### config.mk
export PLATFORM = sky130hd
export DESIGN_NAME = j4_slot_io_flat
export DESIGN_NICKNAME = d
export VERILOG_FILES = /design/src/rtl/j4_slot_io_pkg.sv /design/src/rtl/j4_slot_io_if.sv /design/src/rtl/j4_slot_io_wdog.sv /design/src/rtl/j4_slot_io.sv /design/src/flat_wrapper.sv
export SDC_FILE = /design/constraint.sdc
export NUM_CORES = 1
export LEC_CHECK = 0
export BUFFER_PORTS_ARGS = -buffer_cell sky130_fd_sc_hd__buf_2
export CORE_MARGIN = 2
export CORE_UTILIZATION = 55
export DETAILED_ROUTE_END_ITERATION = 16
export GPL_ROUTABILITY_DRIVEN = 0
export PLACE_DENSITY = 0.85
export SLEW_MARGIN = 10
export SYNTH_ARGS = -nofsm -noshare
export SYNTH_HDL_FRONTEND = slang
export SYNTH_SLANG_ARGS = --single-unit
### constraint.sdc
create_clock -name clk -period 2.32 [get_ports clk]
set_input_delay 0.464 -clock clk [delete_from_list [all_inputs] [get_ports clk]]
set_output_delay 0.464 -clock clk [all_outputs]
set_load 0.005 [all_outputs]
### src/rtl/j4_slot_io_pkg.sv
// j4_slot_io_pkg
//   Shared definitions for the j4 per-slot IO peripheral: register
//   offsets within the 16-word IO window, slot count, the captured-access
//   record and a small decode helper.
package j4_slot_io_pkg;

  localparam int N_SLOT = 4;

  // Register offsets from BASE (mem_addr[3:0])
  localparam logic [3:0] OFF_SLOTID = 4'h0;
  localparam logic [3:0] OFF_KILL   = 4'h1;
  localparam logic [3:0] OFF_WDKICK = 4'h2;
  localparam logic [3:0] OFF_WDCNT  = 4'h3;
  localparam logic [3:0] OFF_MBSTAT = 4'h4;
  localparam logic [3:0] OFF_MBOX   = 4'h8;

  // A decoded write held for one cycle before it is applied
  typedef struct packed {
    logic        wr;
    logic [3:0]  off;
    logic [15:0] data;
    logic [1:0]  slot;
  } wr_acc_t;

  // Offsets 8..11 address the four mailboxes on writes
  function automatic logic is_mbox_off(input logic [3:0] o);
    return o[3:2] == 2'b10;
  endfunction

endpackage

### src/rtl/j4_slot_io_if.sv
// j4_slot_io_if
//   IO bus between the j4 barrel core (master) and the per-slot IO
//   peripheral (slave).
//   io_rd/io_wr  : access strobes
//   mem_addr     : IO address
//   dout         : write data
//   io_slot      : slot issuing the access
//   io_din       : registered read data back to the core
//   kill_slot_rq : one-cycle per-slot reboot request to the core
interface j4_slot_io_if;
  logic        io_rd;
  logic        io_wr;
  logic [15:0] mem_addr;
  logic [15:0] dout;
  logic [1:0]  io_slot;
  logic [15:0] io_din;
  logic [3:0]  kill_slot_rq;

  modport master (
    output io_rd, io_wr, mem_addr, dout, io_slot,
    input  io_din, kill_slot_rq
  );

  modport slave (
    input  io_rd, io_wr, mem_addr, dout, io_slot,
    output io_din, kill_slot_rq
  );
endinterface

### src/rtl/j4_slot_io_wdog.sv
// j4_wdog
//   One slot's watchdog down-counter. A nonzero count decrements on each
//   prescaler tick; reaching zero raises expire for that cycle and the
//   counter then stays at zero (disabled) until kicked again.
//   clk, resetq : clock, async active-low reset
//   tick        : one-cycle prescaler wrap pulse
//   kick        : load kick_val (0 disables)
//   clear       : force to zero (slot killed)
//   count       : remaining count
//   expire      : combinational 1->0 pulse, registered by the top
module j4_wdog (
  input  logic        clk,
  input  logic        resetq,
  input  logic        tick,
  input  logic        kick,
  input  logic [15:0] kick_val,
  input  logic        clear,
  output logic [15:0] count,
  output logic        expire
);

  always_ff @(posedge clk or negedge resetq) begin
    if (!resetq) begin
      count <= '0;
    end else if (clear) begin
      count <= '0;
    end else if (kick) begin
      count <= kick_val;
    end else if (tick && count != 16'd0) begin
      count <= count - 16'd1;
    end
  end

  // A kick landing on the expiry tick reloads the counter instead of killing
  assign expire = tick && !kick && !clear && (count == 16'd1);

endmodule

### src/rtl/j4_slot_io.sv
// j4_slot_io
//   Per-slot IO peripheral for the 4-slot barrel j4 core: slot identity,
//   cross-slot kill, per-slot watchdogs and one-deep inter-slot mailboxes.
//   Reads are answered in the cycle after the access; writes are captured
//   and applied one cycle later.
//   clk    : clock
//   resetq : async active-low reset
//   bus    : j4 IO bus (slave side), see j4_slot_io_if
//   BASE     : IO window base, decode on mem_addr[15:4]
//   WDOG_DIV : clk cycles per watchdog tick (>= 2)
module j4_slot_io
  import j4_slot_io_pkg::*;
#(
  parameter logic [15:0] BASE     = 16'h1000,
  parameter int          WDOG_DIV = 1024
) (
  input  logic         clk,
  input  logic         resetq,
  j4_slot_io_if.slave  bus
);

  localparam int             PW         = $clog2(WDOG_DIV);
  localparam logic [PW-1:0]  PRESC_LAST = PW'(WDOG_DIV - 1);

  logic          hit;
  logic [3:0]    off;
  logic          rd_any;
  logic          rd_hit;
  wr_acc_t       cap_q;

  logic [PW-1:0] presc;
  logic          tick;

  logic [15:0]   wd_cnt [N_SLOT];
  logic [3:0]    expire_vec;
  logic [3:0]    kill_vec;
  logic          kick_wr;
  logic          mbox_wr;
  logic [1:0]    mbox_tgt;

  logic [3:0]    full, full_d;
  logic [3:0]    ovf, ovf_d;
  logic [15:0]   mbox   [N_SLOT];
  logic [15:0]   mbox_d [N_SLOT];

  logic [15:0]   rd_data;
  logic [15:0]   io_din_q;
  logic [3:0]    kill_q;

  assign hit    = bus.mem_addr[15:4] == BASE[15:4];
  assign off    = bus.mem_addr[3:0];
  // Read together with write is treated as a write only
  assign rd_any = bus.io_rd && !bus.io_wr;
  assign rd_hit = rd_any && hit;

  always_ff @(posedge clk or negedge resetq) begin
    if (!resetq) begin
      cap_q <= '0;
    end else begin
      cap_q.wr   <= bus.io_wr && hit;
      cap_q.off  <= off;
      cap_q.data <= bus.dout;
      cap_q.slot <= bus.io_slot;
    end
  end

  always_ff @(posedge clk or negedge resetq) begin
    if (!resetq) begin
      presc <= '0;
    end else if (presc == PRESC_LAST) begin
      presc <= '0;
    end else begin
      presc <= presc + 1'b1;
    end
  end

  assign tick = (presc == PRESC_LAST);

  assign kill_vec = (cap_q.wr && cap_q.off == OFF_KILL) ? cap_q.data[3:0] : 4'h0;
  assign kick_wr  = cap_q.wr && cap_q.off == OFF_WDKICK;
  assign mbox_wr  = cap_q.wr && is_mbox_off(cap_q.off);
  assign mbox_tgt = cap_q.off[1:0];

  for (genvar g = 0; g < N_SLOT; g++) begin : g_wdog
    j4_wdog u_wdog (
      .clk      (clk),
      .resetq   (resetq),
      .tick     (tick),
      .kick     (kick_wr && cap_q.slot == 2'(g)),
      .kick_val (cap_q.data),
      .clear    (kill_vec[g]),
      .count    (wd_cnt[g]),
      .expire   (expire_vec[g])
    );
  end

  // Mailbox/flag next state. Order matters: read side effects first, then
  // the captured write (so a write in the same cycle as the owner's read
  // still lands), then kill which empties the slot unconditionally.
  always_comb begin
    full_d = full;
    ovf_d  = ovf;
    mbox_d = mbox;
    if (rd_hit && off == OFF_MBSTAT) begin
      ovf_d[bus.io_slot] = 1'b0;
    end
    if (rd_hit && off == OFF_MBOX) begin
      full_d[bus.io_slot] = 1'b0;
      mbox_d[bus.io_slot] = '0;
    end
    if (mbox_wr) begin
      if (full_d[mbox_tgt]) begin
        ovf_d[mbox_tgt] = 1'b1;
      end else begin
        full_d[mbox_tgt] = 1'b1;
        mbox_d[mbox_tgt] = cap_q.data;
      end
    end
    for (int n = 0; n < N_SLOT; n++) begin
      if (kill_vec[n]) begin
        full_d[n] = 1'b0;
        ovf_d[n]  = 1'b0;
        mbox_d[n] = '0;
      end
    end
  end

  always_ff @(posedge clk or negedge resetq) begin
    if (!resetq) begin
      full <= '0;
      ovf  <= '0;
      for (int n = 0; n < N_SLOT; n++) mbox[n] <= '0;
    end else begin
      full <= full_d;
      ovf  <= ovf_d;
      for (int n = 0; n < N_SLOT; n++) mbox[n] <= mbox_d[n];
    end
  end

  always_comb begin
    rd_data = '0;
    if (hit) begin
      case (off)
        OFF_SLOTID: rd_data = {14'b0, bus.io_slot};
        OFF_WDCNT:  rd_data = wd_cnt[bus.io_slot];
        OFF_MBSTAT: rd_data = {8'b0, ovf, full};
        OFF_MBOX:   rd_data = full[bus.io_slot] ? mbox[bus.io_slot] : 16'h0000;
        default:    rd_data = '0;
      endcase
    end
  end

  always_ff @(posedge clk or negedge resetq) begin
    if (!resetq) begin
      io_din_q <= '0;
      kill_q   <= '0;
    end else begin
      if (rd_any) io_din_q <= rd_data;
      // Register-write kill and watchdog expiry merge into one pulse
      kill_q <= kill_vec | expire_vec;
    end
  end

  assign bus.io_din       = io_din_q;
  assign bus.kill_slot_rq = kill_q;

endmodule
### src/flat_wrapper.sv
// flat-port wrapper written by rule: the top's interface ports become plain ports
module j4_slot_io_flat import j4_slot_io_pkg::*;
#(
  parameter logic [15:0] BASE     = 16'h1000,
  parameter int          WDOG_DIV = 1024
)
  (clk, resetq, bus_io_rd, bus_io_wr, bus_mem_addr, bus_dout, bus_io_slot, bus_io_din, bus_kill_slot_rq);
  j4_slot_io_if bus_i ();
  input  logic clk;
  input  logic resetq;
  input wire logic [$bits(bus_i.io_rd)-1:0] bus_io_rd;
  input wire logic [$bits(bus_i.io_wr)-1:0] bus_io_wr;
  input wire logic [$bits(bus_i.mem_addr)-1:0] bus_mem_addr;
  input wire logic [$bits(bus_i.dout)-1:0] bus_dout;
  input wire logic [$bits(bus_i.io_slot)-1:0] bus_io_slot;
  output wire logic [$bits(bus_i.io_din)-1:0] bus_io_din;
  output wire logic [$bits(bus_i.kill_slot_rq)-1:0] bus_kill_slot_rq;
  assign bus_i.io_rd = bus_io_rd;
  assign bus_i.io_wr = bus_io_wr;
  assign bus_i.mem_addr = bus_mem_addr;
  assign bus_i.dout = bus_dout;
  assign bus_i.io_slot = bus_io_slot;
  assign bus_io_din = bus_i.io_din;
  assign bus_kill_slot_rq = bus_i.kill_slot_rq;
  j4_slot_io #(.BASE(BASE), .WDOG_DIV(WDOG_DIV)) u_core (.clk(clk), .resetq(resetq), .bus(bus_i));
endmodule
==> results.cfg <==
[power_and_ir_drop]
switching_share = 0.259
p_leak_uw = 0.00508
switching_power_uw = 1700
combPwrFrac = 0.034
pwr-share-seq = 0.516
clkPwrFrac = 0.450
intPower_uw = 4860
ir_worst_vdd_mv = 0.552
power_density_nw_per_um2 = 577
power_uw = 6570

[route]
first_pass_iters = 9
drt-vias-per-instance = 7.08
ant_nets = 0
drtIter0Drc = 1440
drc = 0
finalWirelength_um = 30300
num_vias = 8523
wl_per_cell_um = 25.2

[grt]
grt_max_degree = 62
track_usage = 0.335
grt_pass1_wl_um = 46700
grt_pass1_vias = 8089
grt_antenna_before_repair = 0
grt-ovfl-total = 0

[floorplan]
start_util = 0.563
core_um2 = 17300
die_w_um = 137
rows = 48
die_area_um2 = 18800
die_y_um = 137
ioPinCount = 58

[status]
violations = negative hold slack
outcome = complete, but fails checks

[clocking]
cts_hold_buf = 0
cts_inserted_buffers = 17
cts_tree = built
cts.path.max_buffers = 2
insertion_delay_ns = 0.45
clk_pin_slew_worst_paths_ns = 0.08
h-tree-depth = 4
clock-sinks = 189
root_buffer = clkbuf_16

[yosys]
async_reset_ff_frac = 1.00
yosysSeqAreaShare = 0.486
syn_nets = 931
synth_top_area_frac = 0.486
synth_area_per_cell_um2 = 11.1
synth_seq_cells = 189
synth_edf_count = 0
synth_top_area_cell = dfrtp_1
synthCells = 880
synth_area_um2 = 9730
yosysWarnings = 0
synth_ff_type = dfrtp_1
synth_cell_types = 61
synth.area.top_cells = dfrtp_1 49%, mux4_2 7.6%, a22o_1 6.3%, o21ai_0 3.4%, a21oi_1 2.8%

[timing]
rsz0062_at_grt = yes
max-slew-margin-rel = 0.539
tns_ns = 0
finalHoldViolCount = 21
fin_skew_ns = 0.0104
period_minus_slack_ns = 2.28
worst_pin_slew_ns = 0.692
whs_ns = -0.0211
timing.fmax_mhz = 439
finalMaxSlewViolations = 0
fin_crit_sh = 0.982
finalSetupViolations = 0

[layout]
fin_nets = 1016
drive_gt1_frac = 0.228
design_area_um2 = 11400
area_growth_pct = 16.8

[worst_setup_path]
rr_endpoint = u_core.g_wdog[3].u_wdog.count[1]$_DFFE_PN0P_
r2r_slack_ns = 0.04
r2r_cells = 7
critical_path_class = register to register
cp.required_ns = 2.66
cp-start-kind = register
crit_chain = inv_1 > ha_1 > or4b_2 > nor4_4 > nand2b_4 > o21ai_0 > a22o_1
critical_path.max_stage_delay_ns = 0.64
r2r_start = u_core.g_wdog[3].u_wdog.count[1]$_DFFE_PN0P_
cp_max_fo = 5
cp_slowest_cell = or4b_2
cp.arrival_ns = 2.62
critical_path.endpoint_type = register

[run]
cap_violations = 0

[hold_path]
hold_class = input port to asynchronous set/reset pin

[placed_design]
dp_hpwl_um = 20800
portBuffers = 57
place_area_um2 = 10700
-- metal layers --
| metal | wire length (µm) | track usage | share of wire |
|---|---|---|---|
| met1 | 11400 | 0.463 | 0.38 |
| met2 | 13200 | 0.485 | 0.43 |
| met3 | 4050 | 0.109 | 0.13 |
| met4 | 1680 | 0.150 | 0.055 |
| met5 | 26 | 0 | 0.00086 |
-- power by group through the flow --
stage	clock network (µW)	logic, µW	registers, µW
floorplan	0	92.0	3400
finish	2950	225	3390
global route	3120	250	3380
global placement	0	223	3440
CTS	2980	228	3380
detailed placement	0	228	3440
-- critical path, delay by kind of cell (launching register included) --
family / cells / cell delay, ns
buf+inv: 1 / 0.11
flops: 1 / 0.38
fa+ha+maj: 1 / 0.16
simple gates: 3 / 1.18
compound gates: 2 / 0.32
-- sequential cells by signal, indices dropped and copies added (netlist names) --
signal / count
u_core.presc: 10
u_core.g_wdog.u_wdog.count: 64
u_core.bus.io_din: 16
u_core.mbox: 64
u_core.full: 4
u_core.cap_q: 23
u_core.bus.kill_slot_rq: 4
u_core.ovf: 4
-- cell usage in the layout (no fill, tap or decap), types with 10 or more instances in the layout --
| master | Yosys | layout |
|---|---|---|
| a21oi_1 | 54 | 54 |
| o21ai_0 | 67 | 66 |
| buf_4 | 0 | 52 |
| xor2_1 | 29 | 29 |
| inv_1 | 11 | 11 |
| ha_1 | 13 | 13 |
| nand3_1 | 30 | 30 |
| or3_1 | 11 | 10 |
| clkbuf_16 | 0 | 17 |
| buf_12 | 0 | 10 |
| nor3_1 | 20 | 18 |
| nand4_1 | 21 | 21 |
| buf_2 | 3 | 56 |
| nor2_1 | 33 | 32 |
| a22o_1 | 70 | 70 |
| nand2_1 | 50 | 49 |
| mux4_2 | 33 | 33 |
| nor4_1 | 26 | 24 |
| o21ai_1 | 19 | 19 |
| dfrtp_1 | 189 | 189 |
| xnor2_1 | 20 | 20 |
-- kinds of logic after synthesis --
kind of cell / Yosys count / synth area share
DFF: 189 / 0.486
muxes: 34 / 0.0775
buffers and inverters: 65 / 0.0316
xor gates and xnor gates: 49 / 0.0441
and+or+nand+nor: 264 / 0.158
adders and majority gates: 13 / 0.0167
AOI/OAI and AO/OA: 266 / 0.186
-- cell type report --
| cell class | instances | area (µm²) |
|---|---|---|
| Antenna cell | 1 | 2.50 |
| Clock buffer | 17 | 425 |
| Multi-Input combinational cell | 626 | 4800 |
| Inverter | 11 | 41.3 |
| Timing Repair Buffer | 120 | 896 |
| Tap cell | 225 | 282 |
| Sequential cell | 189 | 4730 |
| Clock inverter | 15 | 189 |
| Fill cell | 1240 | 5930 |
-- stage by stage --
step / setup slack, ns / std cells / util
6_report: 0.0413 / 1204 / 0.657
5_1_grt: -0.00526 / 1203 / 0.657
4_1_cts: 0.0389 / 1200 / 0.652
3_5_place_dp: -0.0580 / 1168 / 0.616
3_3_place_gp: 0.00899 / 1168 / 0.616
2_1_floorplan: -0.0491 / 880 / -
-- cell usage after synthesis, drive strengths merged (2+ instances only) --
| cell | count |
|---|---|
| and4 | 2 |
| ha | 13 |
| xor2 | 29 |
| o311ai | 7 |
| nor3 | 20 |
| nor2b | 3 |
| or4b | 3 |
| dfrtp | 189 |
| a31oi | 6 |
| a22o | 70 |
| a211oi | 4 |
| xnor2 | 20 |
| nor4 | 29 |
| nor2 | 33 |
| o21ai | 86 |
| nor4bb | 2 |
| or3 | 11 |
| and3 | 5 |
| a222oi | 6 |
| nand3 | 33 |
| nand2 | 50 |
| o41ai | 4 |
| mux4 | 33 |
| o211a | 4 |
| nand2b | 8 |
| buf | 20 |
| o211ai | 5 |
| or2 | 4 |
| inv | 11 |
| clkbuf | 34 |
| a22oi | 9 |
| a221oi | 2 |
| nand4 | 23 |
| nor4b | 8 |
| nand4b | 9 |
| and2 | 5 |
| or4 | 12 |
| a21oi | 58 |
-- what timing repair did --
item / 4_1_cts / 5_1_grt
endpoints found under the setup margin: 5 / 21
gates resized for setup: 2 / 12
buffers inserted: 0 / 3
pin swaps: 0 / 2
-- worst max-delay path by stage --
stage / from / endpoint / slack, ns / cells past startpoint
floorplan: bus_mem_addr[5] / u_core.mbox[10]$_DFF_PN0_ / -0.05 / 6
global placement: bus_mem_addr[5] / u_core.mbox[11]$_DFF_PN0_ / 0.009 / 8
detailed placement: bus_mem_addr[5] / u_core.mbox[3]$_DFF_PN0_ / -0.06 / 8
CTS: u_core.g_wdog[3].u_wdog.count[0]$_DFFE_PN0P_ / u_core.g_wdog[3].u_wdog.count[1]$_DFFE_PN0P_ / 0.04 / 7
global route: u_core.presc[0]$_DFF_PN0_ / u_core.g_wdog[2].u_wdog.count[11]$_DFFE_PN0P_ / -0.005 / 9
finish: u_core.g_wdog[3].u_wdog.count[1]$_DFFE_PN0P_ / u_core.g_wdog[3].u_wdog.count[1]$_DFFE_PN0P_ / 0.04 / 7
(Power assumes the default switching activity.)
